## config.mk

```make
export PLATFORM = sky130hd
export DESIGN_NAME = last_unique_4_tracker
export DESIGN_NICKNAME = d
export VERILOG_FILES = /design/src/rtl/last_unique_4_tracker.sv
export SDC_FILE = /design/constraint.sdc
export NUM_CORES = 1
export LEC_CHECK = 0
export ABC_AREA = 0
export CAP_MARGIN = 10
export CORE_ASPECT_RATIO = 0.7
export CORE_MARGIN = 2
export CORE_UTILIZATION = 49
export DETAILED_ROUTE_END_ITERATION = 7
export MAX_ROUTING_LAYER = met4
export PLACE_DENSITY = 0.77
export SETUP_SLACK_MARGIN = 0.5
export SLEW_MARGIN = 25
export SYNTH_ARGS = -nofsm -noshare
export SYNTH_HDL_FRONTEND = slang
export SYNTH_SLANG_ARGS = --single-unit
```

## constraint.sdc

```tcl
create_clock -name clk -period 2.2 [get_ports clk]
set_input_delay 0.44 -clock clk [delete_from_list [all_inputs] [get_ports clk]]
set_output_delay 0.44 -clock clk [all_outputs]
set_load 0.02 [all_outputs]
```

## src/rtl/last_unique_4_tracker.sv

```systemverilog
// last_unique_4_tracker
//   Keeps the four most recently seen distinct bytes of a free-running byte
//   stream as a move-to-front list. Slot 0 always holds the newest value.
//   Each slot has a 2-bit status: bit0 = occupied, bit1 = re-seen since
//   insertion.
//
// Ports:
//   clk          rising-edge clock
//   rst          asynchronous active-high reset, clears every slot
//   data_in      byte sampled on every rising clk edge
//   out_0..3     slot values, 0 = most recent, 3 = least recent
//   out_valid_0..3  slot status {re-seen, occupied}
//
// Optional build macro:
//   LU4_ZERO_IGNORE_EN  when defined, data_in == 8'h00 is idle and all state holds.

module last_unique_4_tracker (
  input  logic       clk,
  input  logic       rst,
  input  logic [7:0] data_in,
  output logic [7:0] out_0,
  output logic [7:0] out_1,
  output logic [7:0] out_2,
  output logic [7:0] out_3,
  output logic [1:0] out_valid_0,
  output logic [1:0] out_valid_1,
  output logic [1:0] out_valid_2,
  output logic [1:0] out_valid_3
);

  logic [7:0] val_q [4];
  logic [7:0] val_d [4];
  logic [1:0] st_q  [4];
  logic [1:0] st_d  [4];
  logic [3:0] match;
  logic [3:1] shift;
  logic       hit;
  logic       idle;

  // Only occupied slots may match; slot values are distinct, so at most one hits.
  always_comb begin
    match = '0;
    for (int unsigned k = 0; k < 4; k++) begin
      match[k] = st_q[k][0] && (val_q[k] == data_in);
    end
    hit = |match;
`ifdef LU4_ZERO_IGNORE_EN
    idle = (data_in == '0);
`else
    idle = 1'b0;
`endif
  end

  // Slot k takes slot k-1 when the hit lies at or below it (index >= k),
  // or on a miss. Slot 0 always ends up holding data_in: on a hit the
  // matching value equals data_in, so no mux on the hit index is needed.
  always_comb begin
    val_d = val_q;
    st_d  = st_q;
    shift = '0;
    if (!idle) begin
      for (int unsigned k = 1; k < 4; k++) begin
        shift[k] = !hit;
        for (int unsigned j = k; j < 4; j++) begin
          if (match[j]) shift[k] = 1'b1;
        end
        if (shift[k]) begin
          val_d[k] = val_q[k-1];
          st_d[k]  = st_q[k-1];
        end
      end
      val_d[0] = data_in;
      st_d[0]  = hit ? 2'b11 : 2'b01;
    end
  end

  always_ff @(posedge clk or posedge rst) begin
    if (rst) begin
      for (int unsigned k = 0; k < 4; k++) begin
        val_q[k] <= '0;
        st_q[k]  <= '0;
      end
    end else begin
      for (int unsigned k = 0; k < 4; k++) begin
        val_q[k] <= val_d[k];
        st_q[k]  <= st_d[k];
      end
    end
  end

  assign out_0       = val_q[0];
  assign out_1       = val_q[1];
  assign out_2       = val_q[2];
  assign out_3       = val_q[3];
  assign out_valid_0 = st_q[0];
  assign out_valid_1 = st_q[1];
  assign out_valid_2 = st_q[2];
  assign out_valid_3 = st_q[3];

endmodule

```

Word-level counts from Yosys, hierarchy flattened
Cells that the tools add are included.
{ "word_totals": {"register_bits": 40, "word_cells": 25} }
{ "op_classes": {"muxes": 7, "reduce_logical": 6, "n_eq_ne": 4} }
{ "op_table": {"columns": ["cell", "count"], "rows": [
  ["equality test 8 bit", 4],
  ["2-to-1 mux 1 bit", 6],
  ["logical AND 1 bit", 4],
  ["OR reduction 4 bit", 1],
  ["2-to-1 mux 2 bit", 1],
  ["logical NOT 1 bit", 1]
]} }

Logic depth before layout (Yosys ltp)
Gate-level depths: netlist of run 1.
{ "logic_depth": {"ltp_word": 7, "mapped_depth": 8} }

Worst setup path after synthesis of run 1
Ideal clock, no wire load.
{ "synth_timing": {"kind": "in2reg", "startpoint": "input port data_in[3]", "endpoint": "register val_q, in the netlist out_1[0]", "setup_slack_ps": 162, "path_stages": 8, "setup_time_ps": 125, "path_buffers": 3, "arrival_time_ps": 1913, "cell_sequence": "buf_2 > xnor2_1 > nand4_1 > or3_1 > buf_2 > and4b_1 > buf_6 > mux2_4"} }
{ "synth_between": {"elab_chain_cells": 7, "word_cells_on_any_way": 13, "cone_classes": "eq/ne: 4; mux: 3; reduce/logical: 6"} }
{ "synth_rtl": {"columns": ["item", "line", "source"], "rows": [
  ["start, declared", "20", "input logic [7:0] data_in,"],
  ["equality test 8 bit", "44", "match[k] = st_q[k][0] && (val_q[k] == data_in);"],
  ["logical AND 1 bit", "44", null],
  ["OR reduction 4 bit", "46", "hit = |match;"],
  ["logical NOT 1 bit", "63", "shift[k] = !hit;"],
  ["2-to-1 mux 1 bit (2 in a row)", "65", "if (match[j]) shift[k] = 1'b1;"],
  ["2-to-1 mux 1 bit (*)", "65", null],
  ["end signal, assigned by index", "85", "val_q[k] <= val_d[k];"],
  ["end, declared", "31", "logic [7:0] val_q [4];"]
]} }
Mark *: on every way between the ends. The rest lies on a longest branch, timed or not.
A chain may end at the register's enable or synchronous reset.

Final worst setup path of run 1
{ "layout_timing": {"startpoint": "register val_q, in the netlist out_3[3]", "endpoint": "register val_q, in the netlist out_1[1]"} }
{ "layout_between": {"elab_chain_cells": 7} }
{ "layout_rtl": {"columns": ["item", "line"], "rows": [
  ["equality test 8 bit (*)", "44"],
  ["logical AND 1 bit (*)", "44"],
  ["OR reduction 4 bit", "46"],
  ["logical NOT 1 bit", "63"],
  ["2-to-1 mux 1 bit (2 in a row)", "65"],
  ["2-to-1 mux 1 bit (*)", "65"]
]} }
Marks and branches as above.

==> results.cfg, run 1 <==
[run_status]
outcome = finished, final reports clean

[global_routing]
grt_first_pass_wirelength_mm = 9.556
grt.total_usage_pct = 27.85
number_of_antenna_violations_at_the_first_check_in_global_routing = 0
globalRouteOverflowTotal = 0
largest_net_degree_at_the_start_of_global_routing = 41
grt_pass1_vias = 1807

[detailed_routing]
final_antenna_net_count = 0
detailroute.via_count = 1864
remaining_drc_errors = 0
via_per_inst = 5.843
drt_first_pass_iters = 4
post_drt_wl_per_cell_um = 19.98
wirelength_mm = 6.373
drt_first_iter_violations = 201

[yosys]
ys_seq_elements = 40
yosysWarnings = 0
yosysTopAreaCellShare_pct = 47.42
synthesis.nets = 202
synth_common_cells = sky130_fd_sc_hd__dfrtp_1 (40), sky130_fd_sc_hd__xnor2_1 (24), sky130_fd_sc_hd__o211ai_1 (20)
synth-main-ff-cell = sky130_fd_sc_hd__dfrtp_1
synthesis.area_sq_mm = 0.002111
synth.distinct_cells = 24
post_synth_inst_count = 192
asyncSetResetFlopFracSynth_pct = 100.0
synth.avg_cell_area_sq_um = 10.99
number_of_synthesized_flops_with_an_enable_pin = 0
synth.yosys.seq_area_share_pct = 47.42
most_frequent_cell_after_synthesis = sky130_fd_sc_hd__dfrtp_1
post_synth_main_area_contributors = sky130_fd_sc_hd__dfrtp_1 (47%), sky130_fd_sc_hd__xnor2_1 (10%), sky130_fd_sc_hd__mux2_4 (7.1%)
cell_type_with_the_highest_aggregate_area_in_the_netlist = sky130_fd_sc_hd__dfrtp_1

[layout]
layout-drive-gt1-share_pct = 37.45
area_delta_synth_final_pct = 50.74
final_net_count = 276
multiInputGateArea_sq_mm = 0.001225
antenna_cells_inserted = 0
seq_area_sq_mm = 0.001006
fill_cells = 264

[pwr]
pwrdens_mw_per_mm2 = 582.3
power.combinational.fraction_pct = 19.7
p_sw_share_pct = 27.47
leakagePower_uw = 0.001465
share_seq_of_total_power_pct = 44.6
p_int_uw = 1344
peakVddDrop_v = 0.0004843
clock_group_share_of_total_power_pct = 35.7
total_switching_power_uw = 509.0

[critical_path]
critPathKind = flop to flop
timing.critical_path.to_type = flop
critPathSlowestCell = sky130_fd_sc_hd__dfrtp_1
start_kind = flop
crit_path_max_incr_delay_ps = 410
path_max_fanout = 10
critPathArrivalTime_ps = 2190
crit_path_cell_trace = xnor2_1 > nand4_1 > or3_4 > and4b_1 > buf_12 > mux2_4
largest_delay_contributor_family_on_the_critical_path = simple AND/OR/NAND/NOR gates
timing.critical_path.depth = 6
worst-r2r-cell-count = 6
critPathBufInv = 1
critical_path_required_ps = 2380

[clock_network]
clock_insertion_delay_worst_skew_ps = 290
path_clk_slew_ps = 80
number_of_buffers_added_by_the_clock_tree_synthesis_step = 5
clock_sinks = 40
cts-root-buf = sky130_fd_sc_hd__clkbuf_8
cts.htree.levels = 2
cts-root-to-sink-buffers = 2
tritoncts_clock_tree = yes

[timing]
finalSetupViolCount = 0
min_period_over_period_pct = 91.46
layout_min_cycle_time_ps = 2012
grt_setup_unrepaired = true
report.final.slew_viol_count = 0
max_freq_mhz = 497.0
fin_skew_ps = 7.446
max_slew_margin_pct = 65.72
worst-slew-pin-transition_ps = 514.1
finalHoldViolations = 0
finalWorstSetupSlack_ps = 187.9
setup_total_negative_slack_ps = 0

[hold_path]
min_path_cells = 2
hold_path_class = input port to flop

[placement]
place_hpwl_mm = 3.716
port_buffers = 49
gp_congestion = 0.9025
pre_cts_slack_ps = -438.6

[die]
coreArea_sq_mm = 0.004018
rows = 19
die_w_um = 82.45
die-area_sq_mm = 0.004857
initial_standard_cell_utilization_of_the_core_pct = 52.54
io_pins = 50
die-height_um = 58.91

[flow_run]
drv_cap = 0
-- state kept, by name, indices dropped and copies added, names as in the netlist --
signal       cells
out_valid_2      2
out_valid_1      2
out_2            8
out_valid_3      2
out_0            8
out_1            8
out_valid_0      2
out_3            8
-- path summary, 6_finish.rpt --
kind / start / endpoint / slack [ps]
worst max-delay path: out_3[3] / out_1[1] / 190
worst min-delay path: data_in[3] / out_0[3] / 420
worst max register to register: out_3[3] / out_1[1] / 190
worst min register to register: out_valid_0[1] / out_valid_1[1] / 520
max in group asynchronous: rst / out_3[0] / 1250
min in group asynchronous: rst / out_3[5] / 570
-- logic make-up (layout without fill, tap and decap cells) --
family | after synthesis | after routing | synth area share (%)
other cells | 1 | 1 | 0.1777
compound gates | 31 | 31 | 10.67
buf+inv | 28 | 102 | 5.987
simple gates | 40 | 41 | 10.02
xor+xnor | 32 | 32 | 13.28
mux | 20 | 20 | 12.45
flops | 40 | 40 | 47.42
-- routing by layer --
| metal | GRT usage [%] | vias to the layer above | wire, um |
|---|---|---|---|
| met5 | - | - | 0 |
| met1 | 40.14 | 920 | 2810 |
| met2 | 41.94 | 106 | 3065 |
| met3 | 4.601 | 8 | 459 |
| li1 | - | 830 | - |
| met4 | 5.714 | 0 | 38 |
-- cell type report --
cell class                      count  area share, %
Clock buffer                        7          3.028
Clock inverter                      1         0.9438
Inverter                           11          1.298
Multi-Input combinational cell    125          38.50
Sequential cell                    40          31.62
Tap cell                           52          2.045
Timing Repair Buffer               83          22.57
-- timing repair --
action                     CTS  global route
cloned                       0             1
buffers inserted             8             2
hold buffers                 0             0
resized for setup           95            17
setup endpoints to repair   71            31
pin swaps                   11             6
-- stage by stage --
step / power, uW / std cells / area, sq um / util [%] / hold slack, ps
final: 1853 / 319 / 3182 / 79.20 / 420.5
after global routing: 1925 / 319 / 3182 / 79.20 / 415.1
after CTS: 1832 / 316 / 3087 / 76.83 / 427.2
after detailed placement: 1161 / 300 / 2799 / 69.67 / 510.2
after global placement: 1157 / 300 / 2799 / 69.67 / 512.3
after floorplan: 1009 / 192 / 2157 / - / 471.4
-- power by group through the flow --
stage	Sequential (uW)	Combinational (uW)	Clock [uW]
2_1_floorplan	874	135	0
3_3_place_gp	835	322	0
3_5_place_dp	836	325	0
4_1_cts	822	340	670
5_1_grt	831	389	705
6_report	826	365	662
-- cells in the final DEF, fill, tap and decap left out, types with 4 or more instances in the layout --
cell type,netlist,final
sky130_fd_sc_hd__inv_1,11,11
sky130_fd_sc_hd__mux2_4,10,18
sky130_fd_sc_hd__buf_6,2,7
sky130_fd_sc_hd__dfrtp_1,40,36
sky130_fd_sc_hd__dlygate4sd2_1,0,40
sky130_fd_sc_hd__a31oi_1,10,8
sky130_fd_sc_hd__xnor2_1,24,14
sky130_fd_sc_hd__dfrtp_2,0,4
sky130_fd_sc_hd__nand2_1,13,13
sky130_fd_sc_hd__buf_4,0,26
sky130_fd_sc_hd__xnor2_2,0,9
sky130_fd_sc_hd__clkbuf_8,0,7
sky130_fd_sc_hd__nor4_2,0,4
sky130_fd_sc_hd__o211ai_1,20,20
sky130_fd_sc_hd__nor4_1,11,4
sky130_fd_sc_hd__xor2_1,8,8
-- worst reg2reg max path, cell delays in order (launching register included) --
cell                      delay (ps)
sky130_fd_sc_hd__dfrtp_1         410
sky130_fd_sc_hd__xnor2_1         230
sky130_fd_sc_hd__nand4_1         160
sky130_fd_sc_hd__or3_4           380
sky130_fd_sc_hd__and4b_1         250
sky130_fd_sc_hd__buf_12          160
sky130_fd_sc_hd__mux2_4          300
Power figures use the tool's default switching activity.
==> inputs of run 2 (changes only) <==
--- a/config.mk
+++ b/config.mk
@@ -6,7 +6,7 @@
 export NUM_CORES = 1
 export LEC_CHECK = 0
 export ABC_AREA = 0
-export CAP_MARGIN = 10
+export CAP_MARGIN = 5
 export CORE_ASPECT_RATIO = 0.7
 export CORE_MARGIN = 2
 export CORE_UTILIZATION = 49
==> results of run 2 <==
Same layout as run 1: the final DEF is identical, and so are final timing and power.
==> inputs of run 3 (changes only) <==
--- a/config.mk
+++ b/config.mk
@@ -11,6 +11,7 @@
 export CORE_MARGIN = 2
 export CORE_UTILIZATION = 49
 export DETAILED_ROUTE_END_ITERATION = 7
+export HOLD_SLACK_MARGIN = 0.02
 export MAX_ROUTING_LAYER = met4
 export PLACE_DENSITY = 0.77
 export SETUP_SLACK_MARGIN = 0.5
==> results of run 3 <==
Same layout as run 1: the final DEF is identical, and so are final timing and power.
